[config.mk]
export PLATFORM = sky130hd
export DESIGN_NAME = load_store_unit
export DESIGN_NICKNAME = d
export VERILOG_FILES = /design/src/rtl/load_store_unit.sv
export SDC_FILE = /design/constraint.sdc
export NUM_CORES = 1
export LEC_CHECK = 0
export CORE_MARGIN = 5
export CORE_UTILIZATION = 40
export DETAILED_ROUTE_END_ITERATION = 10
export HOLD_SLACK_MARGIN = 0.1
export PLACE_DENSITY = 0.69
export SLEW_MARGIN = 0
export SYNTH_ARGS = -nofsm -noshare
export SYNTH_HDL_FRONTEND = slang
export SYNTH_SLANG_ARGS = --single-unit
export TNS_END_PERCENT = 100
[constraint.sdc]
create_clock -name clk -period 3.6 [get_ports clk]
set_clock_uncertainty 0.1 [all_clocks]
set_input_delay 0.36 -clock clk [delete_from_list [all_inputs] [get_ports clk]]
set_output_delay 0.36 -clock clk [all_outputs]
set_load 0.005 [all_outputs]
[src/rtl/load_store_unit.sv]
// Load/store unit: turns one byte/half/word request into one or two word beats
// with byte enables, and assembles/extends load data from the returned words.
module load_store_unit #(
  parameter int              SIZE         = 32,
  parameter logic [SIZE-1:0] BASE_ADDRESS = 32'h0000_0000,
  parameter int              ADDR_W       = 11
) (
  input  logic              clk,
  input  logic              rst,
  input  logic              req_valid,
  output logic              req_ready,
  input  logic              req_write,
  input  logic [SIZE-1:0]   req_address,
  input  logic [SIZE-1:0]   req_wdata,
  input  logic [1:0]        req_size,
  input  logic              req_extension_type,
  output logic              resp_valid,
  output logic [SIZE-1:0]   resp_rdata,
  output logic              resp_error,
  output logic              mem_req,
  output logic              mem_we,
  output logic [ADDR_W-1:0] mem_addr,
  output logic [SIZE-1:0]   mem_wdata,
  output logic [3:0]        mem_be,
  input  logic [SIZE-1:0]   mem_rdata,
  output logic [2:0]        dbg_state_o
);

  typedef enum logic [2:0] {
    S_IDLE, S_BEAT0, S_WAIT0, S_BEAT1, S_WAIT1, S_RESP
  } state_t;

  state_t state_q, state_d;

  logic              write_q, ext_q, cross_q, err_q;
  logic [1:0]        size_q, lane_q;
  logic [ADDR_W-1:0] word_q;
  logic [SIZE-1:0]   wdata_q, lo_q, hi_q;

  // Handshake: a request transfers on a rising edge where req_valid && req_ready;
  // req_ready is high only in IDLE, so at most one request is ever in flight.
  logic            accept;
  logic [SIZE-1:0] off;
  logic            req_err, req_cross;
  logic [2:0]      req_n;
  logic            unused_off_hi;

  assign accept        = req_valid && (state_q == S_IDLE);
  assign off           = req_address - BASE_ADDRESS;
  assign req_err       = (req_size == 2'b11) || (req_address < BASE_ADDRESS);
  assign unused_off_hi = ^off[SIZE-1:ADDR_W+2];

  always_comb begin
    case (req_size)
      2'b00:   req_n = 3'd1;
      2'b01:   req_n = 3'd2;
      default: req_n = 3'd4;
    endcase
  end

  assign req_cross = ({1'b0, off[1:0]} + req_n) > 3'd4;

  always_ff @(posedge clk) begin
    if (!rst) begin
      state_q <= S_IDLE;
      write_q <= 1'b0;
      ext_q   <= 1'b0;
      cross_q <= 1'b0;
      err_q   <= 1'b0;
      size_q  <= 2'b00;
      lane_q  <= 2'b00;
      word_q  <= '0;
      wdata_q <= '0;
      lo_q    <= '0;
      hi_q    <= '0;
    end else begin
      state_q <= state_d;
      if (accept) begin
        write_q <= req_write;
        ext_q   <= req_extension_type;
        cross_q <= req_cross;
        err_q   <= req_err;
        size_q  <= req_size;
        lane_q  <= off[1:0];
        word_q  <= off[ADDR_W+1:2];
        wdata_q <= req_wdata;
        lo_q    <= '0;
        hi_q    <= '0;
      end
      if (state_q == S_WAIT0) lo_q <= mem_rdata;
      if (state_q == S_WAIT1) hi_q <= mem_rdata;
    end
  end

  // Both beats come from one double-width shift: low half is beat 0, high half beat 1.
  logic [3:0]        mask;
  logic [7:0]        be_wide;
  logic [2*SIZE-1:0] wd_wide;
  logic [SIZE-1:0]   v, load_val;

  always_comb begin
    case (size_q)
      2'b00:   mask = 4'b0001;
      2'b01:   mask = 4'b0011;
      default: mask = 4'b1111;
    endcase
  end

  assign be_wide = {4'b0000, mask} << lane_q;
  assign wd_wide = {{SIZE{1'b0}}, wdata_q} << {lane_q, 3'b000};
  assign v       = SIZE'({hi_q, lo_q} >> {lane_q, 3'b000});

  always_comb begin
    case (size_q)
      2'b00:   load_val = ext_q ? {{(SIZE-8){1'b0}}, v[7:0]}
                                : {{(SIZE-8){v[7]}}, v[7:0]};
      2'b01:   load_val = ext_q ? {{(SIZE-16){1'b0}}, v[15:0]}
                                : {{(SIZE-16){v[15]}}, v[15:0]};
      default: load_val = v;
    endcase
  end

  always_comb begin
    state_d    = state_q;
    req_ready  = 1'b0;
    mem_req    = 1'b0;
    mem_we     = 1'b0;
    mem_addr   = '0;
    mem_be     = 4'b0000;
    mem_wdata  = '0;
    resp_valid = 1'b0;
    resp_error = 1'b0;
    resp_rdata = '0;
    case (state_q)
      S_IDLE: begin
        req_ready = 1'b1;
        if (req_valid) state_d = req_err ? S_RESP : S_BEAT0;
      end
      S_BEAT0: begin
        mem_req   = 1'b1;
        mem_we    = write_q;
        mem_addr  = word_q;
        mem_be    = be_wide[3:0];
        mem_wdata = wd_wide[SIZE-1:0];
        if (!write_q)     state_d = S_WAIT0;
        else if (cross_q) state_d = S_BEAT1;
        else              state_d = S_RESP;
      end
      S_WAIT0: state_d = cross_q ? S_BEAT1 : S_RESP;
      S_BEAT1: begin
        mem_req   = 1'b1;
        mem_we    = write_q;
        mem_addr  = word_q + ADDR_W'(1);
        mem_be    = be_wide[7:4];
        mem_wdata = wd_wide[2*SIZE-1:SIZE];
        state_d   = write_q ? S_RESP : S_WAIT1;
      end
      S_WAIT1: state_d = S_RESP;
      S_RESP: begin
        resp_valid = 1'b1;
        resp_error = err_q;
        resp_rdata = (err_q || write_q) ? '0 : load_val;
        state_d    = S_IDLE;
      end
      default: state_d = S_IDLE;
    endcase
  end

  assign dbg_state_o = state_q;

endmodule
# == After elaboration in Yosys (flattened, before gate mapping) ==
# Cells that the tools add are included.
# classes
add_sub_neg,2
magnitude_cmp,2
muxes,24
shift,3
n_reduce_logical,9
n_eq_ne,9
# op_table
operator,n
32-bit two-way mux,7
32-bit one-hot mux with 2 select lines,2
32-bit by 5-bit left shift with 64-bit output,1
64-bit by 5-bit >> shifter with 32-bit output,1
32-bit by 1-bit less-than comparator with 1-bit output (second input constant),1
11-bit one-hot mux with 2 select lines,1
4-bit one-hot mux with 2 select lines,2
3-bit one-hot mux with 5 select lines,1
3-bit two-way mux,4
11-bit by 1-bit adder with 11-bit output (second input constant),1
4-bit by 2-bit left shift with 8-bit output,1
3-bit by 2-bit == test with 1-bit output (second input constant),2
3-bit == test (second input constant),2
1-bit two-way mux,6
3-bit one-hot mux with 2 select lines,1
2-bit by 1-bit == test with 1-bit output (second input constant),2
2-bit logical NOT,2
2-bit nonzero test,2
2-bit by 3-bit adder with 3-bit output,1
3-bit by 1-bit == test with 1-bit output (second input constant),1
3-bit greater-than comparator (second input constant),1
3-bit logical NOT,1
2-bit == test (second input constant),1
1-bit logical OR,2
other kinds (3),3
# totals
wordCells,60
output_inout_bits,87
reg_bits,118
inputBits,103

# == Depth between registers and ports, before layout ==
# depth
depth_word,5
ltp_mapped,8
depth_no_buf,7

# == Least setup slack after synthesis ==
# No wires, ideal clock.
# synth_timing
path_kind,register -> output
start,reg state_q[0] (netlist: dbg_state_o[0])
end,out mem_wdata[0]
path_buffers,2
arrival_time_ns,1.407
path_slack_ns,1.733
required_time_ns,3.140
path_stages_with_launch,6
path_cell_list,dfxtp_1 > buf_6 > or3b_1 > buf_2 > nor3_4 > a22o_1
# synth_via
elab_chain_cells,2
word_cells_on_any_way,3
cone_classes,2 x eq/ne; 1 x mux
# synth_lines
element,line_no,text
"start, declared",33,"state_t state_q, state_d;"
"start signal, assigned",77,state_q <= state_d;
3-bit by 2-bit == test with 1-bit output or 3-bit by 1-bit == test with 1-bit output (tied branches),134,case (state_q)
32-bit one-hot mux with 2 select lines (*),134,
"end, declared",23,"output logic [SIZE-1:0] mem_wdata,"
# Every way passes the cells marked *; elsewhere a longest branch is shown, timed or not.

# == Worst setup path after layout ==
# layout_timing
start,reg lane_q[1]
end,out resp_rdata[23]
# layout_via
elab_chain_cells,5
word_cells_on_any_way,6
cone_classes,1 x shift; 5 x mux
# layout_lines
element,line_no,text
"start, declared",36,"logic [1:0] size_q, lane_q;"
"start signal, assigned",84,lane_q <= off[1:0];
64-bit by 5-bit >> shifter with 32-bit output (*),111,"assign v = SIZE'({hi_q, lo_q} >> {lane_q, 3'b000});"
"32-bit two-way mux, on equally long branches","117, 115",
32-bit one-hot mux with 2 select lines (*),114,case (size_q)
32-bit two-way mux (*),162,resp_rdata = (err_q || write_q) ? '0 : load_val;
32-bit two-way mux (*),134,
"end, declared",18,"output logic [SIZE-1:0] resp_rdata,"
# Marked as above.

==> flow_summary.ini <==
[run_status]
status = completed

[die]
initial_core_util_pct = 40.6
die_w_microns = 139
rows = 47
dieArea_sq_um = 19500
die_h_microns = 139
pin_count = 190
core_area_sq_um = 16500

[finish]
drive_gt1_share_pct = 8.56
fillers = 1560
final_core_util_pct = 53.2
seqCellArea_sq_um = 2210
postLayoutCellArea_sq_um = 8780
multiInputGateArea_sq_um = 4060
syn2layout_area_growth_pct = 30.9
n_antenna_cell = 0
final_nets = 1059

[power]
vdd_drop_max_v = 0.000238
power.total_mw = 3.38
power_leakage_nw = 2.98
cellPowerDensity_nw_per_um2 = 384

[critical_path]
r2r-start = dbg_state_o[1]$_SDFFE_PN0P_
crit_family = flip-flops
max_stage_delay_ns = 0.86
crit_chain = nor2b_1 -> a22oi_1 -> nand4_2 -> o21ai_0 -> clkdlybuf4s50_1
cp_num_cells = 5
reg2reg_to = wdata_q[4]$_SDFFE_PN0P_
crit_type = reg2out
cp-endpoint = resp_rdata[23]
crit_path_end_kind = output port
cp_num_buf_inv = 1
reg2reg_slack_ns = 1.29
required_ns = 3.14
critical_path.startpoint_type = flip-flop
r2r_cells = 6
slowest_stage = dfxtp_2
path_max_fanout = 43
cp-startpoint = lane_q[1]$_SDFFE_PN0P_
worst_ep_arrival_time_ns = 2.86

[timing]
hold_violations = 0
fin_setup_tns_ns = 0
hold-worst-slack_ns = 0.362
slew-limit-headroom_pct = 37.3
rsz0062_at_grt = no
max_freq_mhz = 301
finalMaxSlewViolations = 0
finalCritPeriodShare_pct = 92.3
finalSetupViolCount = 0
period_minus_slack_ns = 3.32
tightest_slew_ns = 0.938

[worst_hold_path]
hold_class = reg2reg

[yosys]
synth_edf_count = 0
synthFlopType = dfxtp_1
post_synth.cell_area_avg_sq_um = 8.10
yosysSeqAreaShare_pct = 32.8
syn_inst = 828
synth.top_cells.by_count = 210 x nand2_1, 110 x dfxtp_1, 72 x a21boi_0, 64 x nand3_1, 35 x a21boi_1
syn-num-nets = 934
yosysMostFrequentCell = nand2_1
ys_top_cells_by_area = dfxtp_1 33%, nand2_1 12%, mux4_2 9.4%
synth_cell_types = 50
syn_area_sq_um = 6710
synth-seq-cells = 110
synth_top_area_share_pct = 32.8
yosys.area.top_type = dfxtp_1
yosysWarnings = 0
async_flop_share_pct = 0

[drt]
drt_iter0_markers = 603
drc = 0
vias = 6470
wirelength_microns = 21000
antenna_left = 0
avgViaCountPerCell = 5.49
dr.pass1.iters = 6
wl_per_cell_microns = 17.9

[global_route]
grt_usage_pct = 21.0
grt_pass1_wl_microns = 33200
grt_overflow = 0
grt_max_degree = 73
grt_pass1_vias = 5865
antenna_found_initial = 0

[place]
gp_congestion = 0.859
io_buffers = 170
hpwl_microns = 14800
placed_area_sq_um = 8490

[cts]
cts_setup_buffers = 0
htree_levels = 3
cts_tree = done
cts.repair.resized = 0
insertion_delay_ns = 0.36
cts_sinks = 110
root_buffer = clkbuf_16
clk_pin_slew_ns = 0.08
postCtsHoldBufs = 0
cts_made_buffers = 9
clockBufferDepth = 2

[job]
drv_cap = 0
-- area by class of cell --
| type | count | area share [%] |
|---|---|---|
| clock buffers | 9 | 2.56 |
| multi-input cells | 621 | 46.2 |
| inverters | 24 | 1.03 |
| repair buffers | 187 | 21.2 |
| well taps | 220 | 3.13 |
| flip-flops and latches | 110 | 25.1 |
| clock inverters | 7 | 0.783 |
-- routing by layer --
| layer | up-vias | global-route usage [%] | routed length (microns) |
|---|---|---|---|
| li1 | 3126 | - | - |
| met1 | 3065 | 30.2 | 9250 |
| met2 | 255 | 32.2 | 9820 |
| met3 | 24 | 4.70 | 1590 |
| met4 | 0 | 5.05 | 390 |
| met5 | - | 0 | 0 |
-- tightest hold or removal path, cell delays in order, from the launching register on --
cell      delay (ns)
dfxtp_1         0.32
nand2_1         0.05
a21boi_1        0.05
-- cell families (layout without fill, tap and decap cells) --
family | after synthesis | in the layout | share of synthesized area (%)
DFF | 110 | 110 | 32.8
xor gates and xnor gates | 9 | 9 | 1.18
AOI/OAI and AO/OA | 195 | 195 | 19.9
muxes | 58 | 58 | 14.0
and+or+nand+nor | 356 | 356 | 24.5
adders and majority gates | 3 | 3 | 0.671
buffers and inverters | 97 | 227 | 6.94
-- flip-flops by register name (all words and copies together), names as in the netlist --
name / count
lo_q: 32
wdata_q: 32
hi_q: 24
lane_q: 2
size_q: 2
dbg_state_o: 3
err_q: 1
write_q: 1
word_q: 11
ext_q: 1
cross_q: 1
-- where the power goes --
part	total (mW)	switching, mW	internal, mW
Clock	1.02	0.527	0.495
Sequential	1.43	0.122	1.31
Combinational	0.918	0.501	0.417
-- cells in the final DEF, fill, tap and decap left out, drive strengths merged, types with 3 or more instances in the layout --
cell type      instances
a21oi                 23
a21boi               107
a22o                   8
mux2                   6
nor2b                  4
clkbuf                 9
o21ai                 31
mux2i                 24
mux4                  28
buf                   18
or3                    3
nand3                 65
and2                  11
o22ai                 13
o2bb2ai                4
and3                  17
clkdlybuf4s50        169
xor2                   4
nand2b                 4
inv                   30
nand4                  4
nor3                   5
nor2                  23
nand2                210
dfxtp                110
xnor2                  5
-- metrics by stage --
step                worst slack [ns]  std cells
finish                         0.278       1178
global route                   0.145       1178
CTS                            0.305       1178
detailed placement             0.715       1162
global placement               0.728       1162
floorplan                       1.73        828
-- worst min-delay path by stage --
stage                                 from                      to  slack [ns]  depth (start not counted)
finish              word_q[9]$_SDFFE_PN0P_  word_q[9]$_SDFFE_PN0P_        0.36                          2
global route        word_q[9]$_SDFFE_PN0P_  word_q[9]$_SDFFE_PN0P_        0.39                          2
CTS                 word_q[9]$_SDFFE_PN0P_  word_q[9]$_SDFFE_PN0P_        0.37                          2
detailed placement  word_q[9]$_SDFFE_PN0P_  word_q[9]$_SDFFE_PN0P_        0.35                          2
global placement    word_q[9]$_SDFFE_PN0P_  word_q[9]$_SDFFE_PN0P_        0.35                          2
floorplan           word_q[9]$_SDFFE_PN0P_  word_q[9]$_SDFFE_PN0P_        0.34                          2
No activity file was read; power rests on OpenSTA's default activity.
